**config.mk**
```make
export PLATFORM = sky130hd
export DESIGN_NAME = branch_resolve
export DESIGN_NICKNAME = d
export VERILOG_FILES = /design/src/rtl/branch_resolve.sv
export SDC_FILE = /design/constraint.sdc
export NUM_CORES = 1
export LEC_CHECK = 0
export ABC_AREA = 1
export CAP_MARGIN = 10
export CORE_ASPECT_RATIO = 1.5
export CORE_UTILIZATION = 52
export DETAILED_ROUTE_END_ITERATION = 16
export PLACE_DENSITY = 0.88
export SLEW_MARGIN = 20
export SYNTH_ARGS = -nofsm -noshare
export SYNTH_HDL_FRONTEND = slang
export SYNTH_SLANG_ARGS = --single-unit
```
**constraint.sdc**
```tcl
create_clock -name clk -period 3.8 [get_ports clk]
set_clock_uncertainty 0.2 [all_clocks]
set_input_delay 0.76 -clock clk [delete_from_list [all_inputs] [get_ports clk]]
set_output_delay 0.76 -clock clk [all_outputs]
set_load 0.01 [all_outputs]
```
**src/rtl/branch_resolve.sv**
```systemverilog
// branch_resolve
//   Resolves conditional branches from EX. An accepted branch is compared,
//   its target computed, and if taken and word-aligned a redirect is raised
//   one cycle later and held until fetch takes it. While a redirect is
//   outstanding, younger IF/ID work is flushed and EX input is ignored.
//
// Ports
//   clk, rst                : clock, synchronous active-high reset
//   ex_valid / ex_ready     : branch handshake from EX
//   branch_src              : 000 beq, 001 bne, 010 blt, 011 bge, 100 bltu, 101 bgeu
//   rs1_data, rs2_data      : compare operands (XLEN)
//   pc, imm                 : branch PC and sign-extended offset (XLEN)
//   redir_valid/ready/pc    : redirect handshake to fetch
//   flush                   : squash younger IF/ID instructions
//   illegal, misalign       : one-cycle error pulses
//   br_count, taken_count   : performance counters (CNT_W, wrapping)
module branch_resolve #(
    parameter int XLEN  = 32,
    parameter int CNT_W = 32
) (
    input  logic             clk,
    input  logic             rst,
    input  logic             ex_valid,
    output logic             ex_ready,
    input  logic [2:0]       branch_src,
    input  logic [XLEN-1:0]  rs1_data,
    input  logic [XLEN-1:0]  rs2_data,
    input  logic [XLEN-1:0]  pc,
    input  logic [XLEN-1:0]  imm,
    output logic             redir_valid,
    output logic [XLEN-1:0]  redir_pc,
    input  logic             redir_ready,
    output logic             flush,
    output logic             illegal,
    output logic             misalign,
    output logic [CNT_W-1:0] br_count,
    output logic [CNT_W-1:0] taken_count
);

    typedef enum logic {IDLE = 1'b0, REDIRECT = 1'b1} state_t;

    state_t          state, state_nxt;
    logic            accept;
    logic            bad_src;
    logic            cond;
    logic            aligned;
    logic            go;
    logic [XLEN-1:0] target;

    assign ex_ready    = (state == IDLE);
    assign redir_valid = (state == REDIRECT);
    assign flush       = (state == REDIRECT);

    // ex_valid during REDIRECT is wrong-path and never accepted.
    assign accept  = ex_valid && ex_ready;
    assign bad_src = (branch_src[2:1] == 2'b11);
    assign target  = pc + imm;
    assign aligned = (target[1:0] == 2'b00);

    always_comb begin
        cond = 1'b0;
        case (branch_src)
            3'b000:  cond = (rs1_data == rs2_data);
            3'b001:  cond = (rs1_data != rs2_data);
            3'b010:  cond = ($signed(rs1_data) <  $signed(rs2_data));
            3'b011:  cond = ($signed(rs1_data) >= $signed(rs2_data));
            3'b100:  cond = (rs1_data <  rs2_data);
            3'b101:  cond = (rs1_data >= rs2_data);
            default: cond = 1'b0;
        endcase
    end

    // Only a legal, taken, aligned branch produces a redirect.
    assign go = accept && !bad_src && cond && aligned;

    always_comb begin
        state_nxt = state;
        case (state)
            IDLE:     if (go)          state_nxt = REDIRECT;
            REDIRECT: if (redir_ready) state_nxt = IDLE;
            default:                   state_nxt = IDLE;
        endcase
    end

    always_ff @(posedge clk) begin
        if (rst) begin
            state <= IDLE;
        end else begin
            state <= state_nxt;
        end
    end

    always_ff @(posedge clk) begin
        if (rst) begin
            redir_pc    <= '0;
            illegal     <= 1'b0;
            misalign    <= 1'b0;
            br_count    <= '0;
            taken_count <= '0;
        end else begin
            illegal  <= accept && bad_src;
            misalign <= accept && !bad_src && cond && !aligned;
            // go only fires in IDLE, so redir_pc is frozen for the whole
            // REDIRECT stay regardless of redir_ready.
            if (go) begin
                redir_pc <= target;
            end
            if (accept) begin
                br_count <= br_count + CNT_W'(1);
            end
            if (go) begin
                taken_count <= taken_count + CNT_W'(1);
            end
        end
    end

endmodule

```
# After elaboration in Yosys (flattened, before gate mapping)
# Index checks and enable logic that the tools add are counted.
totals:
  output_inout_bits: 101
  ff_bits: 99
classes:
  n_eq_ne: 8
  n_reduce_logical: 10
  bitwise: 1
  mux: 4
  n_lt_le_gt_ge: 4
  addsub: 3
op_table:
  columns: ["op", "count"]
  rows:
  - ["$add A32 B1 Y32 const B", 2]
  - ["$ge A32 B32 Y1", 2]
  - ["$lt A32 B32 Y1", 2]
  - ["$add A32 B32 Y32", 1]
  - ["$eq A32 B32 Y1", 1]
  - ["$ne A32 B32 Y1", 1]
  - ["$eq A3 B2 Y1 const B", 2]
  - ["$eq A3 B3 Y1 const B", 2]
  - ["$logic_and A1 B1 Y1", 6]
  - ["$pmux W1 S6", 1]
  - ["$eq A3 B1 Y1 const B", 1]
  - ["$logic_not A3 Y1", 1]
  - ["$eq A2 B2 Y1 const B", 1]
  - ["$logic_not A1 Y1", 2]
  - ["$logic_not A2 Y1", 1]
  - ["$mux W1", 2]
  - ["$pmux W1 S2", 1]
  - ["$not A1 Y1", 1]

# Depth between registers and ports, before layout
# Gate-level depths: netlist of the first run.
depth:
  word_depth: 7
  mapped_depth: 22
  depth_no_buf: 21

# Least setup slack after synthesis of the first run
# No wires, ideal clock.
synth_timing:
  kind: "input to register"
  start: "in rs2_data[31]"
  end: "reg taken_count[10]"
  setup_time_ns: 0.132
  required_time_ns: 3.468
  n_path_buf: 2
  t_arrival_ns: 2.497
  setup_slack_ns: 0.970
  path_stages: 17
  cell_sequence: "inv_1 ha_1 nand2_1 nor2_1 nand2_1 nor3b_2 nand2_1 nand2_1 o21ai_1 inv_1 nand2_1 nor2_1 nand3_2 buf_4 buf_6 nand4_1 a21oi_1"
synth_between:
  elab_chain_len: 4
  word_cells_on_any_way: 9
  classes_between: "order compare: 4; eq/ne: 2; mux: 1; reduce/logical: 2"
synth_rtl:
  columns: ["item", "line", "source"]
  rows:
  - ["start: declaration", "27", "input logic [XLEN-1:0] rs2_data,"]
  - ["$ge A32 B32 Y1, or another cell as far along", "68", "3'b101: cond = (rs1_data >= rs2_data);"]
  - ["$pmux W1 S6 *", "62", "case (branch_src)"]
  - ["$logic_and A1 B1 Y1 * (2 in a row)", "74", "assign go = accept && !bad_src && cond && aligned;"]
  - ["end signal: assignment", "112", "taken_count <= taken_count + CNT_W'(1);"]
  - ["end: declaration", "37", "output logic [CNT_W-1:0] taken_count"]
# Every way passes the cells marked *; elsewhere a longest branch is shown, timed or not.
# A chain may end at the register's enable or synchronous reset.

# Final worst setup path of the first run
layout_timing:
  start: "in rs2_data[31]"
  end: "reg taken_count[17]"
# The elaborated chain is that of the path after synthesis.

==> impl_metrics.env, run 1 <==
export IMPL_status="complete, no violations"
export IMPL_dp_hpwl_mm=18.32
export IMPL_yosysUniqueCellTypes=37
export IMPL_swShare=0.3057
export IMPL_synthesis_instances=1154
export IMPL_multi_input_comb_area_mm2=0.004811
export IMPL_cp_arrival_ns=3.36
export IMPL_port_buffers=235
export IMPL_hold_path_depth=2
export IMPL_worstPathCellList="clkdlybuf4s50_1 -> inv_1 -> ha_1 -> nand2_1 -> nor2_1 -> nand2_1 -> nor3b_2 -> nand2_1 -> nand2_1 -> nand2_1 -> nand3_1 -> nand2_1 -> nand3_2 -> buf_4 -> nand4_1 -> a21oi_1"
export IMPL_path_buf_inv=3
export IMPL_cts_max_level=3
export IMPL_yosysWarningCount=0
export IMPL_cp_data_required_time_ns=3.88
export IMPL_dieArea_mm2=0.01508
export IMPL_maxSlewViolCount=0
export IMPL_reg2reg_slack_ns=1.09
export IMPL_finalHoldViolations=0
export IMPL_startpoint_type="input pin"
export IMPL_path_class="input pin to flop"
export IMPL_layout_drive_gt1_share=0.02531
export IMPL_clock_latency_ns=0.36
export IMPL_critPathCaptureType="flop"
export IMPL_initial_core_util=0.5369
export IMPL_io_pins=236
export IMPL_reg2reg_depth=11
export IMPL_ir_worst_vdd_uv=196.4
export IMPL_ys_flop_type="dfxtp_1"
export IMPL_period_share=0.8646
export IMPL_cpLargestDelayFamily="simple AND/OR/NAND/NOR gates"
export IMPL_fill_cells=1192
export IMPL_rsz0062_at_grt="no"
export IMPL_crit_fanout=38
export IMPL_grt_overflow_total=0
export IMPL_worst_slew_pin_slew_ns=0.5854
export IMPL_seqPwrFrac=0.384
export IMPL_gp_congestion=0.9662
export IMPL_antenna_left=0
export IMPL_cts_resized=0
export IMPL_finalWorstPathRequiredPeriod_ns=3.286
export IMPL_cts_tree="yes"
export IMPL_drc_errors=0
export IMPL_numCtsBuffers=9
export IMPL_wl_per_cell_um=14.58
export IMPL_grt_antenna_before_repair=0
export IMPL_grt_pass1_wl_mm=35.98
export IMPL_avgSynthCellArea_um2=6.572
export IMPL_synth_area_mm2=0.007584
export IMPL_post_cts_buffers=0
export IMPL_p_sw_mw=0.8518
export IMPL_nets=1579
export IMPL_r2r_end="taken_count[26]$_SDFFE_PP0P_"
export IMPL_grt_pass1_vias=7812
export IMPL_cp_slowest_cell="clkdlybuf4s50_1"
export IMPL_rows=53
export IMPL_drtIter0Drc=407
export IMPL_r2r_start="taken_count[1]$_SDFFE_PP0P_"
export IMPL_setup_viol=0
export IMPL_die_h_um=149.9
export IMPL_clockBufferDepth=2
export IMPL_clk_pin_slew_ns=0.08
export IMPL_comb_power_share=0.271
export IMPL_setup_tns_ns=0
export IMPL_dp_cells=1559
export IMPL_via_count=8348
export IMPL_grt_usage=0.3020
export IMPL_holdPathEnd="redir_pc[0]$_SDFFE_PP0P_"
export IMPL_min_from="redir_pc[0]$_SDFFE_PP0P_"
export IMPL_regArea_mm2=0.001982
export IMPL_ys_seq_elements=99
export IMPL_slowest_delay_ns=0.46
export IMPL_stdcell_count=1575
export IMPL_drtPass1Iterations=5
export IMPL_fp_dieW_um=100.6
export IMPL_syn_to_final_growth_pct=37.04
export IMPL_synth_edf_count=0
export IMPL_cts_sinks=99
export IMPL_syn_nets=1355
export IMPL_synth_async_reset_ratio=0
export IMPL_min_path_type="flop to flop"
export IMPL_p_int_mw=1.935
export IMPL_ys_seq_area_frac=0.2613
export IMPL_grt_max_degree=65
export IMPL_cap_violations=0
export IMPL_power_leakage_nw=4.409
export IMPL_fmax_mhz=304.4
export IMPL_core_mm2=0.01412
export IMPL_viasPerCell=5.300
export IMPL_powerDensity_mw_per_mm2=268.1
export IMPL_wirelength_mm=22.97
export IMPL_n_antenna_cell=0
export IMPL_clockPowerShare=0.344
export IMPL_crit_top_cell="nand2_1"
export IMPL_clock_root_buffer="clkbuf_16"
export IMPL_hold_buffers=0
export IMPL_slew_headroom=0.6097
## cells by family after synthesis
kind of cell    Yosys count  share of synthesized area
xor+xnor                 68                    0.07853
fa+ha+maj                66                     0.1099
buf+inv                 192                     0.1046
simple gates            570                     0.3321
compound gates          159                     0.1135
flops                    99                     0.2613
## sequential cells by signal, summed over array words and instances (netlist names)
signal and cells:
misalign 1, illegal 1, redir_pc 32, br_count 32, flush 1, taken_count 32
## cell type report
type                    count  share of cell area
clock buffers               9             0.02167
clock inverters             7            0.007946
inverters                 159             0.05743
multi-input cells         863              0.4629
flip-flops and latches     99              0.1907
well taps                 192             0.02312
repair buffers            246              0.2362
## layout by cell type (no fill, tap or decap), types with 2 or more instances in the layout
| cell | netlist | final |
|---|---|---|
| a21boi_0 | 4 | 4 |
| a21o_1 | 6 | 6 |
| a21oi_1 | 99 | 99 |
| a31oi_1 | 4 | 4 |
| buf_12 | 0 | 2 |
| buf_4 | 7 | 9 |
| clkbuf_16 | 0 | 9 |
| clkdlybuf4s50_1 | 0 | 234 |
| clkinvlp_4 | 0 | 2 |
| dfxtp_1 | 99 | 99 |
| ha_1 | 65 | 65 |
| inv_1 | 159 | 159 |
| inv_6 | 0 | 2 |
| nand2_1 | 272 | 272 |
| nand3_1 | 34 | 34 |
| nand3b_1 | 2 | 2 |
| nand4_1 | 57 | 57 |
| nor2_1 | 127 | 126 |
| nor2b_1 | 19 | 19 |
| nor3_1 | 36 | 36 |
| nor4_1 | 15 | 15 |
| o211ai_1 | 2 | 2 |
| o21a_1 | 9 | 9 |
| o21ai_0 | 31 | 31 |
| o21bai_1 | 2 | 2 |
| xnor2_1 | 24 | 24 |
| xor2_1 | 44 | 44 |
## worst min-delay path: stages, from the launching register on
cell     delay (ns)
dfxtp_1        0.32
nand3_1        0.07
inv_1          0.04
## power groups by stage
| stage | Sequential (mW) | Clock [mW] | Combinational [mW] |
|---|---|---|---|
| finish | 1.07 | 0.959 | 0.756 |
| detailed placement | 1.10 | 0 | 0.748 |
| global route | 1.07 | 1.01 | 0.832 |
| floorplan | 1.10 | 0 | 0.435 |
| CTS | 1.07 | 0.965 | 0.753 |
| global placement | 1.09 | 0 | 0.737 |
## synthesized netlist by cell type, types with 2 or more instances
cell / count / area share
buf_1: 7 / 0.0035
nor3_1: 36 / 0.024
a21oi_1: 99 / 0.065
nor2b_1: 19 / 0.016
xnor2_1: 24 / 0.028
nand2_1: 272 / 0.13
ha_1: 65 / 0.11
o21a_1: 9 / 0.0089
dfxtp_1: 99 / 0.26
nor2_1: 127 / 0.063
nand4_1: 57 / 0.047
o21ai_0: 31 / 0.020
o211ai_1: 2 / 0.0020
a21boi_0: 4 / 0.0040
clkbuf_1: 12 / 0.0059
o21bai_1: 2 / 0.0020
nor4_1: 15 / 0.012
xor2_1: 44 / 0.051
inv_1: 159 / 0.079
nand3b_1: 2 / 0.0020
buf_6: 6 / 0.0089
buf_4: 7 / 0.0069
a21o_1: 6 / 0.0059
nand3_1: 34 / 0.022
a31oi_1: 4 / 0.0033
## per-stage QoR
stage / instance area [um^2] / hold slack [ns] / utilization / setup slack (ns) / power, mW
CTS: 10390 / 0.2641 / 0.7358 / 0.5394 / 2.789
global route: 10390 / 0.2899 / 0.7358 / 0.2354 / 2.916
finish: 10390 / 0.2677 / 0.7358 / 0.5144 / 2.787
global placement: 10080 / 0.2456 / 0.7140 / 0.3192 / 1.832
detailed placement: 10080 / 0.2514 / 0.7140 / 0.1859 / 1.843
floorplan: 7584 / 0.2762 / - / 0.9704 / 1.537
## worst max path at each step
stage | cells past startpoint | startpoint | to | slack [ns]
2_1_floorplan | 17 | rs2_data[31] | taken_count[10]$_SDFFE_PP0P_ | 0.97
3_3_place_gp | 19 | rs2_data[27] | redir_pc[25]$_SDFFE_PP0P_ | 0.32
3_5_place_dp | 18 | rs2_data[31] | taken_count[17]$_SDFFE_PP0P_ | 0.19
4_1_cts | 18 | rs2_data[31] | taken_count[17]$_SDFFE_PP0P_ | 0.54
5_1_grt | 18 | rs2_data[31] | taken_count[21]$_SDFFE_PP0P_ | 0.24
6_report | 16 | rs2_data[31] | taken_count[17]$_SDFFE_PP0P_ | 0.51
## metal layers
metal | share of wire | GRT usage
met5 | 0 | 0
met4 | 0.042 | 0.1449
met3 | 0.069 | 0.05792
met2 | 0.52 | 0.5688
met1 | 0.37 | 0.3156
Note: power is estimated with default switching activity, not from simulation.
==> run 2: changes to the inputs <==
--- a/config.mk
+++ b/config.mk
@@ -5,12 +5,11 @@
 export SDC_FILE = /design/constraint.sdc
 export NUM_CORES = 1
 export LEC_CHECK = 0
-export ABC_AREA = 1
 export CAP_MARGIN = 10
 export CORE_ASPECT_RATIO = 1.5
-export CORE_UTILIZATION = 52
+export CORE_UTILIZATION = 49
 export DETAILED_ROUTE_END_ITERATION = 16
-export PLACE_DENSITY = 0.88
+export PLACE_DENSITY = 0.87
 export SLEW_MARGIN = 20
 export SYNTH_ARGS = -nofsm -noshare
 export SYNTH_HDL_FRONTEND = slang
==> run 2 against run 1 <==
  * The run now ends with setup timing left
  * Largest cell class unchanged
  * Via count down 9.3%
  * Clock power down 3.2%
  * Sequential share of layout area down 0.36 points
  * Highest routed layer unchanged
  * Sequential power about the same
==> impl_metrics.env, run 2 <==
export IMPL_initial_core_util=0.5018
export IMPL_drtIter0Drc=415
export IMPL_synth_common_cells="99 x dfxtp_1, 96 x nand2_1, 84 x a21oi_1"
export IMPL_worst_slew_pin_slew_ns=0.6087
export IMPL_clock_latency_ns=0.34
export IMPL_ir_worst_vdd_uv=221.1
export IMPL_stdcell_count=1295
export IMPL_cp_arrival_ns=3.95
export IMPL_clockBufferDepth=2
export IMPL_cap_violations=0
export IMPL_synth_most_common_cell="dfxtp_1"
export IMPL_cts_max_level=3
export IMPL_ys_seq_elements=99
export IMPL_powerDensity_mw_per_mm2=265.7
export IMPL_grt_pass1_wl_mm=34.69
export IMPL_rows=51
export IMPL_drc_errors=0
export IMPL_p_int_mw=2.020
export IMPL_nets=1330
export IMPL_comb_power_share=0.290
export IMPL_syn_nets=1022
export IMPL_finalWorstPathRequiredPeriod_ns=3.882
export IMPL_final_common_cell="clkdlybuf4s50_1"
export IMPL_synth_area_leaders="dfxtp_1 30%, ha_1 13%, a21oi_1 6.5%, nand2_1 5.5%, xor2_1 5.3%"
export IMPL_rsz0062_at_grt="yes"
export IMPL_setup_ws_ns=-0.08160
export IMPL_regArea_mm2=0.001982
export IMPL_hold_path_depth=2
export IMPL_multi_input_comb_area_mm2=0.004738
export IMPL_synth_area_mm2=0.006500
export IMPL_port_buffers=235
export IMPL_startpoint_type="input pin"
export IMPL_min_path_type="flop to flop"
export IMPL_dp_hpwl_mm=15.35
export IMPL_wirelength_mm=23.66
export IMPL_power_mw=2.816
export IMPL_dp_slack_ns=-0.6051
export IMPL_p_sw_mw=0.7960
export IMPL_avgSynthCellArea_um2=7.917
export IMPL_setup_viol=12
export IMPL_synthesis_instances=821
export IMPL_fp_dieW_um=96.04
export IMPL_grt_overflow_total=0
export IMPL_critPathCaptureType="flop"
export IMPL_wl_per_cell_um=18.27
export IMPL_path_class="input pin to flop"
export IMPL_clock_root_buffer="clkbuf_16"
export IMPL_yosysUniqueCellTypes=57
export IMPL_yosys_area_top_type_share=0.3049
export IMPL_crit_fanout=4
export IMPL_layout_common_cells="169 x clkdlybuf4s50_1, 99 x dfxtp_1, 95 x nand2_1"
export IMPL_status="finished with violations"
export IMPL_die_h_um=143.1
export IMPL_seqPwrFrac=0.380
export IMPL_finalHoldViolations=0
export IMPL_grt_max_degree=50
export IMPL_core_mm2=0.01295
export IMPL_ys_seq_area_frac=0.3049
export IMPL_swShare=0.2827
export IMPL_drtPass1Iterations=5
export IMPL_syn_to_final_growth_pct=63.00
export IMPL_clk_pin_slew_ns=0.07
export IMPL_antenna_left=0
export IMPL_layout_drive_gt1_share=0.1861
export IMPL_dp_cells=1256
export IMPL_power_leakage_nw=4.399
export IMPL_setup_tns_ns=-0.4345
export IMPL_gp_congestion=0.8769
export IMPL_viasPerCell=5.846
export IMPL_via_count=7571
export IMPL_cts_sinks=99
export IMPL_grt_antenna_before_repair=3
export IMPL_numCtsBuffers=9
export IMPL_ys_flop_type="dfxtp_1"
export IMPL_clockPowerShare=0.330
export IMPL_cts_tree="yes"
export IMPL_fmax_mhz=257.6
export IMPL_synth_async_reset_ratio=0
export IMPL_maxSlewViolCount=0
export IMPL_worst_hold_slack_ns=0.2551
export IMPL_violations="setup timing"
export IMPL_hold_buffers=0
export IMPL_yosysTopAreaCell="dfxtp_1"
export IMPL_slew_headroom=0.5837
export IMPL_dieArea_mm2=0.01374
export IMPL_reg_largest_list="br_count (32), redir_pc (32), taken_count (32)"
export IMPL_reg2reg_depth=8
export IMPL_grt_usage=0.3207
export IMPL_grt_pass1_vias=7507
export IMPL_yosysWarningCount=0
export IMPL_synth_edf_count=0
export IMPL_period_share=1.021
export IMPL_io_pins=236
export IMPL_fill_cells=776
export IMPL_cp_data_required_time_ns=3.87
## run 2: changes by cell type in the layout (fill, tap and decap cells not counted), moves of 29 or more
cell,previous run,this run
buf_4,9,82
clkdlybuf4s50_1,234,169
dlymetal6s2s_1,0,38
ha_1,65,36
inv_1,159,20
nand2_1,272,95
nand4_1,57,23
nor2_1,126,66
## run 2: power groups by stage
stage / Sequential, mW / Clock (mW) / Combinational, mW
global placement: 1.09 / 0 / 0.684
CTS: 1.07 / 0.938 / 0.756
finish: 1.07 / 0.928 / 0.816
global route: 1.07 / 0.985 / 0.884
floorplan: 1.10 / 0 / 0.345
detailed placement: 1.09 / 0 / 0.702
## run 2: cell type report
class | instances | area share
Antenna cell | 2 | 0.0004724
Clock buffer | 10 | 0.02256
Clock inverter | 6 | 0.006141
Inverter | 47 | 0.01712
Multi-Input combinational cell | 646 | 0.4472
Sequential cell | 99 | 0.1871
Tap cell | 159 | 0.01878
Timing Repair Buffer | 326 | 0.3007
## run 2: logic make-up after synthesis
logic type / count (synthesis) / share of synthesized area
simple gates: 316 / 0.2422
fa+ha+maj: 66 / 0.1282
flops: 99 / 0.3049
buf+inv: 76 / 0.04504
compound gates: 198 / 0.1900
xor+xnor: 62 / 0.08354
mux: 4 / 0.006160
## run 2: through the flow
stage / cell area, um^2 / util
after floorplan: 6500 / -
after detailed placement: 9533 / 0.7359
after global placement: 9533 / 0.7359
after CTS: 10320 / 0.7971
final: 10600 / 0.8179
after global routing: 10590 / 0.8177
## run 2: repair_timing
| action | CTS | global route |
|---|---|---|
| resized for setup | 83 | 113 |
| pin swaps | 23 | 37 |
| setup buffers | 16 | 8 |
| setup endpoints to repair | 48 | 64 |
## run 2: critical path, cell delays in order
cell       delay, ns
buf_6           0.08
inv_4           0.03
ha_4            0.26
nand4_1         0.20
buf_4           0.23
nor4_4          0.39
nand2_1         0.17
xnor2_1         0.23
o31ai_2         0.13
a2111oi_4       0.40
nand2_2         0.12
buf_12          0.16
buf_6           0.12
or4_1           0.50
a21oi_1         0.16
## run 2: path summary, 6_finish.rpt
kind,from,end,slack (ns)
setup / recovery,rs2_data[14],taken_count[16]$_SDFFE_PP0P_,-0.08
hold / removal,redir_pc[6]$_SDFFE_PP0P_,redir_pc[6]$_SDFFE_PP0P_,0.26
setup reg to reg,taken_count[3]$_SDFFE_PP0P_,taken_count[30]$_SDFFE_PP0P_,0.38
hold reg to reg,redir_pc[6]$_SDFFE_PP0P_,redir_pc[6]$_SDFFE_PP0P_,0.26
## run 2: per-layer routing
layer | global-route usage | up-vias | routed length [um]
li1 | - | 3551 | -
met1 | 0.3136 | 3503 | 8206
met2 | 0.5804 | 400 | 12270
met3 | 0.08626 | 117 | 1759
met4 | 0.2003 | 0 | 1428
met5 | 0 | - | 0
